### config.mk
export PLATFORM = sky130hd
export DESIGN_NAME = multicycle_main_control
export DESIGN_NICKNAME = d
export VERILOG_FILES = /design/src/rtl/multicycle_main_control.sv
export SDC_FILE = /design/constraint.sdc
export NUM_CORES = 1
export LEC_CHECK = 0
export ABC_AREA = 1
export BUFFER_PORTS_ARGS = -buffer_cell sky130_fd_sc_hd__buf_2
export CORE_ASPECT_RATIO = 1.2
export CORE_MARGIN = 3
export CORE_UTILIZATION = 50
export CTS_CLUSTER_SIZE = 24
export DETAILED_ROUTE_END_ITERATION = 8
export PLACE_DENSITY = 0.83
export SLEW_MARGIN = 0
export SYNTH_ARGS = -nofsm -noshare
export SYNTH_HDL_FRONTEND = slang
export SYNTH_SLANG_ARGS = --single-unit
### constraint.sdc
create_clock -name clk_i -period 3.2 [get_ports clk_i]
set_input_delay 0.16 -clock clk_i [delete_from_list [all_inputs] [get_ports clk_i]]
set_output_delay 0.16 -clock clk_i [all_outputs]
set_load 0.02 [all_outputs]
### src/rtl/multicycle_main_control.sv
// Main control FSM for the multi-cycle MIPS datapath.
// It sequences fetch, decode, execute, memory and writeback for each opcode and drives
// the datapath selects. It also counts retired instructions.
// Outputs are combinational from the current state. pc_write, ir_write and the memory-wait
// transitions also look at zero, alu_neg and mem_ready.
module multicycle_main_control #(
  parameter int unsigned CNT_W = 32
) (
  input  logic             clk_i,
  input  logic             reset_i,
  input  logic [5:0]       opcode_i,
  input  logic             zero_i,
  input  logic             alu_neg_i,
  input  logic             mem_ready_i,
  output logic             pc_write_o,
  output logic             iord_o,
  output logic             mem_read_o,
  output logic             mem_write_o,
  output logic             ir_write_o,
  output logic             reg_dst_o,
  output logic             mem_to_reg_o,
  output logic             reg_write_o,
  output logic             alu_src_a_o,
  output logic [1:0]       alu_src_b_o,
  output logic [1:0]       alu_op_o,
  output logic [1:0]       pc_source_o,
  output logic [3:0]       state_o,
  output logic             illegal_op_o,
  output logic [CNT_W-1:0] instr_count_o
);

  typedef enum logic [3:0] {
    StFetch  = 4'd0,
    StDecode = 4'd1,
    StMemAdr = 4'd2,
    StMemRd  = 4'd3,
    StMemWb  = 4'd4,
    StMemWr  = 4'd5,
    StExec   = 4'd6,
    StRwb    = 4'd7,
    StBranch = 4'd8,
    StJump   = 4'd9,
    StAddiEx = 4'd10,
    StAddiWb = 4'd11
  } state_e;

  localparam logic [5:0] OpRtype = 6'b000000;
  localparam logic [5:0] OpLw    = 6'b100011;
  localparam logic [5:0] OpSw    = 6'b101011;
  localparam logic [5:0] OpAddi  = 6'b001000;
  localparam logic [5:0] OpBeq   = 6'b000100;
  localparam logic [5:0] OpBne   = 6'b000101;
  localparam logic [5:0] OpBgtz  = 6'b000111;
  localparam logic [5:0] OpJ     = 6'b000010;

  state_e           state_q, state_d;
  logic [CNT_W-1:0] instr_count_q;
  logic             retire;
  logic             taken;

  // Branch condition for the opcode currently held in IR.
  always_comb begin
    taken = 1'b0;
    case (opcode_i)
      OpBeq:   taken = zero_i;
      OpBne:   taken = ~zero_i;
      OpBgtz:  taken = ~zero_i & ~alu_neg_i;
      default: taken = 1'b0;
    endcase
  end

  // Next-state selection and retirement detection.
  always_comb begin
    state_d = StFetch;
    retire  = 1'b0;
    case (state_q)
      StFetch:  state_d = mem_ready_i ? StDecode : StFetch;
      StDecode: begin
        case (opcode_i)
          OpLw, OpSw:            state_d = StMemAdr;
          OpRtype:               state_d = StExec;
          OpBeq, OpBne, OpBgtz:  state_d = StBranch;
          OpJ:                   state_d = StJump;
          OpAddi:                state_d = StAddiEx;
          default:               state_d = StFetch;
        endcase
      end
      StMemAdr: begin
        if (opcode_i == OpLw) begin
          state_d = StMemRd;
        end else if (opcode_i == OpSw) begin
          state_d = StMemWr;
        end else begin
          state_d = StFetch;
        end
      end
      StMemRd:  state_d = mem_ready_i ? StMemWb : StMemRd;
      StMemWb: begin
        state_d = StFetch;
        retire  = 1'b1;
      end
      StMemWr: begin
        state_d = mem_ready_i ? StFetch : StMemWr;
        retire  = mem_ready_i;
      end
      StExec:   state_d = StRwb;
      StRwb, StBranch, StJump, StAddiWb: begin
        state_d = StFetch;
        retire  = 1'b1;
      end
      StAddiEx: state_d = StAddiWb;
      default:  state_d = StFetch;
    endcase
  end

  // Moore-style outputs, forced low while reset is asserted.
  always_comb begin
    pc_write_o   = 1'b0;
    iord_o       = 1'b0;
    mem_read_o   = 1'b0;
    mem_write_o  = 1'b0;
    ir_write_o   = 1'b0;
    reg_dst_o    = 1'b0;
    mem_to_reg_o = 1'b0;
    reg_write_o  = 1'b0;
    alu_src_a_o  = 1'b0;
    alu_src_b_o  = 2'b00;
    alu_op_o     = 2'b00;
    pc_source_o  = 2'b00;
    illegal_op_o = 1'b0;
    if (!reset_i) begin
      case (state_q)
        StFetch: begin
          mem_read_o  = 1'b1;
          alu_src_b_o = 2'b01;
          ir_write_o  = mem_ready_i;
          pc_write_o  = mem_ready_i;
        end
        StDecode: begin
          // Precompute the branch target into ALUOut.
          alu_src_b_o = 2'b11;
          case (opcode_i)
            OpRtype, OpLw, OpSw, OpAddi, OpBeq, OpBne, OpBgtz, OpJ: illegal_op_o = 1'b0;
            default:                                                 illegal_op_o = 1'b1;
          endcase
        end
        StMemAdr, StAddiEx: begin
          alu_src_a_o = 1'b1;
          alu_src_b_o = 2'b10;
        end
        StMemRd: begin
          mem_read_o = 1'b1;
          iord_o     = 1'b1;
        end
        StMemWb: begin
          reg_write_o  = 1'b1;
          mem_to_reg_o = 1'b1;
        end
        StMemWr: begin
          mem_write_o = 1'b1;
          iord_o      = 1'b1;
        end
        StExec: begin
          alu_src_a_o = 1'b1;
          alu_op_o    = 2'b10;
        end
        StRwb: begin
          reg_write_o = 1'b1;
          reg_dst_o   = 1'b1;
        end
        StBranch: begin
          alu_src_a_o = 1'b1;
          pc_source_o = 2'b01;
          alu_op_o    = (opcode_i == OpBgtz) ? 2'b11 : 2'b01;
          pc_write_o  = taken;
        end
        StJump: begin
          pc_source_o = 2'b10;
          pc_write_o  = 1'b1;
        end
        StAddiWb: reg_write_o = 1'b1;
        default: ;
      endcase
    end
  end

  // State register and retired-instruction counter; reset aborts without counting.
  always_ff @(posedge clk_i or posedge reset_i) begin
    if (reset_i) begin
      state_q       <= StFetch;
      instr_count_q <= '0;
    end else begin
      state_q <= state_d;
      if (retire) begin
        instr_count_q <= instr_count_q + CNT_W'(1);
      end
    end
  end

  assign state_o       = state_q;
  assign instr_count_o = instr_count_q;

endmodule

# Yosys cells after proc, flatten, opt, wreduce, memory -nomap -nowiden
# Cells that the tools add are included.
[op_classes]
addsub = 1
eq_ne = 18
mux = 37
bitwise = 3
n_reduce_logical = 11
[op_table]
columns = ["cell", "count"]
rows = [
  ["adder 32 x 1 -> 32 bit, second input constant", 1],
  ["one-hot mux 4 bit (7 select lines)", 1],
  ["2-to-1 mux 1 bit", 21],
  ["one-hot mux 4 bit (5 select lines)", 1],
  ["== test 6 x 3 -> 1 bit, second input constant", 3],
  ["== test 4 x 3 -> 1 bit, second input constant", 4],
  ["== test 4 bit, second input constant", 4],
  ["== test 6 bit, second input constant", 2],
  ["2-to-1 mux 3 bit", 4],
  ["== test 4 x 2 -> 1 bit, second input constant", 2],
  ["2-to-1 mux 2 bit", 4],
  ["one-hot mux 2 bit (2 select lines)", 2],
  ["OR reduction 2 bit", 4],
  ["OR reduction 8 bit", 1],
  ["== test 6 x 2 -> 1 bit, second input constant", 1],
  ["== test 6 x 4 -> 1 bit, second input constant", 1],
  ["zero test 6 bit", 1],
  ["one-hot mux 1 bit (3 select lines)", 2],
  ["one-hot mux 2 bit (3 select lines)", 1],
  ["OR reduction 3 bit", 2],
  ["OR reduction 5 bit", 1],
  ["== test 4 x 1 -> 1 bit, second input constant", 1],
  ["zero test 4 bit", 1],
  ["OR reduction 4 bit", 1],
  ["other kinds (3)", 4],
]
[word_totals]
reg_bits = 36
in_bits = 11
out_inout_bits = 52
word_cells = 72

# Depth between registers and ports, before layout
[logic_depth]
word_depth = 5
ltp_mapped = 10
ltp_nobuf = 10

# Least setup slack after synthesis
# Ideal clock, no wire load.
[synth_timing]
path_type = "input to output"
from = "input reset_i"
to = "output illegal_op_o"
arrival_time_ps = 1906
required_time_ps = 3040
setup_slack_ps = 1134
path_stages = 3
n_path_buf = 0
cell_sequence = "inv_1 > nand3_1 > nor4_1"
[synth_via]
elab_chain_len = 1
[synth_rtl]
columns = ["element", "line", "rtl"]
rows = [
  ["from (decl)", "10", "input logic reset_i,"],
  ["2-to-1 mux 1 bit", "131", "if (!reset_i) begin"],
  ["to (decl)", "28", "output logic illegal_op_o,"],
]
# No other way between the ends.

# Worst setup path after layout
[layout_timing]
from = "register state_q[3] (netlist: state_o[3])"
to = "output illegal_op_o"
[layout_via]
elab_chain_len = 3
[layout_rtl]
columns = ["element", "line", "rtl"]
rows = [
  ["from (decl)", "56", "state_e state_q, state_d;"],
  ["from (signal assigned)", "190", "state_q <= StFetch;"],
  ["from (signal assigned)", "193", "state_q <= state_d;"],
  ["== test 4 x 1 -> 1 bit", "132", "case (state_q)"],
  ["2-to-1 mux 1 bit", "132", ""],
  ["2-to-1 mux 1 bit", "131", ""],
]
# No other way between the ends.

==> run_results.csv <==
group,metric,value,unit
run_status,run_status,"complete, no violations",
global_route,grt_max_degree,41,
clocking,holdBufCountCts,0,
finish,nets,498,
floorplanning,start_util,53.72,%
critical_path,worst_r2r_endpoint,"instr_count_o[23]",
critical_path,cp_max_fo,6,
sta,fin_tns_setup,0,ns
sta,period_share,58.56,%
synth,ys_types,26,
floorplanning,die_w,71.31,um
critical_path,cp.required,3.04,ns
synth,syn_avg_cell_area,6.078,um^2
clocking,post_cts_resized,0,
global_route,grtUsageTotal,22.51,%
clocking,clock_sinks,36,
sta,whs,0.07802,ns
synth,ys_ff_latch,36,
floorplanning,core_area,4763,um^2
finish,drive_gt1_share,16.05,%
synth,synth_fp_nets,433,
clocking,cts_max_level,2,
detailed_routing,wl_per_cell,12.04,um
detailed_routing,drcViolationCount,0,
floorplanning,row_count,27,
floorplanning,io_pins,63,
sta,skew,0.006241,ns
power_and_ir_drop,p_leak,1.570,nW
sta,max_clock_freq,533.6,MHz
detailed_routing,drt_iter0_drc,142,
worst_hold_path,worstHoldPathType,"in2async",
critical_path,crit_type,"reg2out",
detailed_routing,routed_wl,6549,um
critical_path,critical-path-max-stage-delay,0.44,ns
detailed_routing,firstDrtPassIters,4,
critical_path,r2r_cells,9,
finish,utilization,62.86,%
clocking,cts_buffers,5,
clocking,cts_tree,"done",
placement,io_buffers,62,
global_route,overflow,0,
finish,syn2layout_area_growth,17.02,%
sta,period_minus_slack,1.874,ns
placement,place_hpwl,5096,um
detailed_routing,num_vias,2764,
finish,stdcell_count,544,
sta,drv_slew,0,
sta,hold_viol_final,0,
clocking,path_clk_slew,0.07,ns
critical_path,worstPathBufferInverterCount,1,
clocking,clock_latency,0.29,ns
sta,setup_viol,0,
critical_path,r2r-start,"state_o[1]",
synth,synth-seq-area-share,35.21,%
sta,slew_headroom,65.99,%
critical_path,worstPathCellList,"nor2_1, nand3_1, nor4_1, buf_2",
sta,worst_pin_slew,0.5101,ns
job,drv_cap,0,
synth,syn_area,2559,um^2
clocking,ctsLongestPathBuffers,2,
detailed_routing,ant_nets,0,
placement,pre_cts_slack,1.353,ns
critical_path,worst_path_max_delay_cell,"dfrtp_1",
finish,diodes,0,
floorplanning,dieArea,6016,um^2
critical_path,cpLargestDelayFamily,"simple AND/OR/NAND/NOR gates",
critical_path,worstPathArrival,1.71,ns
synth,postSynthCellCount,421,
clocking,cts_setup_buffers,0,
power_and_ir_drop,power_density,344.7,nW/um^2
synth,yosys_warnings,0,
sta,timing.final.ws_setup,1.326,ns
floorplanning,fp.dieH,84.37,um
critical_path,cp-start-kind,"flop",
critical_path,end_kind,"primary output",
detailed_routing,avgViaCountPerCell,5.081,
finish,fillerInstances,479,
power_and_ir_drop,vdd_ir_drop_max,0.0003041,V
global_route,antenna_found_initial,0,
global_route,grt_pass1_wl,11050,um
global_route,grt_pass1_vias,2610,
placement,dp_cells,537,
placement,gp_congestion,0.8943,
critical_path,ff2ff_setup_slack,1.36,ns
sta,rsz0062_at_grt,"no",
clocking,cts_root_buf,"clkbuf_8",
[final cells by class]
cell class              count  area (um^2)  share of cell area, %
multi-input cells         331         1438                  48.02
flip-flops and latches     36        900.9                  30.09
repair buffers             64        325.3                  10.87
inverters                  48        180.2                  6.018
clock buffers               6        72.57                  2.424
well taps                  58        72.57                  2.424
clock inverters             1        5.005                 0.1672
[synth_stat cells]
library cell,n,area (um^2)
o221ai_1,1,8.760
inv_2,3,11.26
a31oi_1,2,12.51
xnor2_1,6,52.55
nor2_2,3,18.77
nor2_4,1,11.26
clkbuf_1,1,3.750
nor4_1,1,6.260
buf_2,2,10.01
o21ai_0,9,45.04
buf_6,1,11.26
nand4_1,3,18.77
ha_1,1,12.51
nor2_1,72,270.3
nand3_2,1,10.01
a21oi_1,5,25.02
nand3_1,23,115.1
inv_1,45,168.9
dfrtp_1,36,900.9
o211ai_1,2,15.01
nand3b_1,1,7.510
nor3_1,4,20.02
xor2_1,10,87.58
nand2_1,185,694.4
or2_1,1,6.260
buf_4,2,15.01
[cell usage in the layout, fill, tap and decap left out, drive strengths merged]
| cell type | instances |
|---|---|
| nand4 | 3 |
| nand3 | 24 |
| a31oi | 2 |
| nand2 | 185 |
| o21ai | 9 |
| clkinv | 1 |
| o211ai | 2 |
| dfrtp | 36 |
| nand3b | 1 |
| o221ai | 1 |
| nor4 | 1 |
| nor2 | 76 |
| ha | 1 |
| or2 | 1 |
| buf | 64 |
| a21oi | 5 |
| xor2 | 10 |
| xnor2 | 6 |
| clkbuf | 6 |
| nor3 | 4 |
| inv | 48 |
[state kept, by name, summed over array words and instances, names as in the netlist]
| name | count |
|---|---|
| state_o | 4 |
| instr_count_o | 32 |
[metrics by stage]
step	total power, mW	instance area, um^2
after floorplan	0.6629	2559
after global placement	0.7280	2917
after detailed placement	0.7327	2917
after CTS	1.044	2994
after global routing	1.087	2994
final	1.032	2994
[per-layer routing]
metal	global-route usage [%]	vias up	wire, um
met1	25.28	1265	2714
met5	0	-	0
met4	10.09	0	132
li1	-	1418	-
met2	40.47	70	3368
met3	4.192	11	335
[how the worst max path moves through the flow]
stage | from | end | slack, ns | depth (start not counted)
2_1_floorplan | reset_i | illegal_op_o | 1.13 | 3
3_3_place_gp | state_o[1] | instr_count_o[11] | 1.45 | 8
3_5_place_dp | state_o[1] | instr_count_o[12] | 1.35 | 8
4_1_cts | state_o[3] | illegal_op_o | 1.33 | 4
5_1_grt | state_o[1] | instr_count_o[23] | 1.16 | 9
6_report | state_o[3] | illegal_op_o | 1.33 | 4
[worst reg2reg max path, cell delays in order, from the launching register on]
cell	delay, ns
dfrtp_1	0.44
nor2_1	0.25
inv_2	0.07
nand2_1	0.06
nand2_1	0.08
nand3_2	0.30
buf_4	0.30
nand3_1	0.12
nand2_1	0.07
nand2_1	0.05
[cell families after synthesis]
logic type	count (synthesis)	synth area share (%)
AO/OA/AOI/OAI	19	4.156
XOR/XNOR	16	5.477
adder cells (fa/ha/maj)	1	0.4889
buffers and inverters	54	8.606
flip-flops	36	35.21
AND/OR/NAND/NOR	295	46.06
[power breakdown]
group | switching (mW) | internal, mW | leakage, nW | total, mW
Combinational | 0.137 | 0.0656 | 1.03 | 0.202
Sequential | 0.0396 | 0.483 | 0.495 | 0.523
Clock | 0.159 | 0.148 | 0.0410 | 0.307
Power figures use the tool's default switching activity.
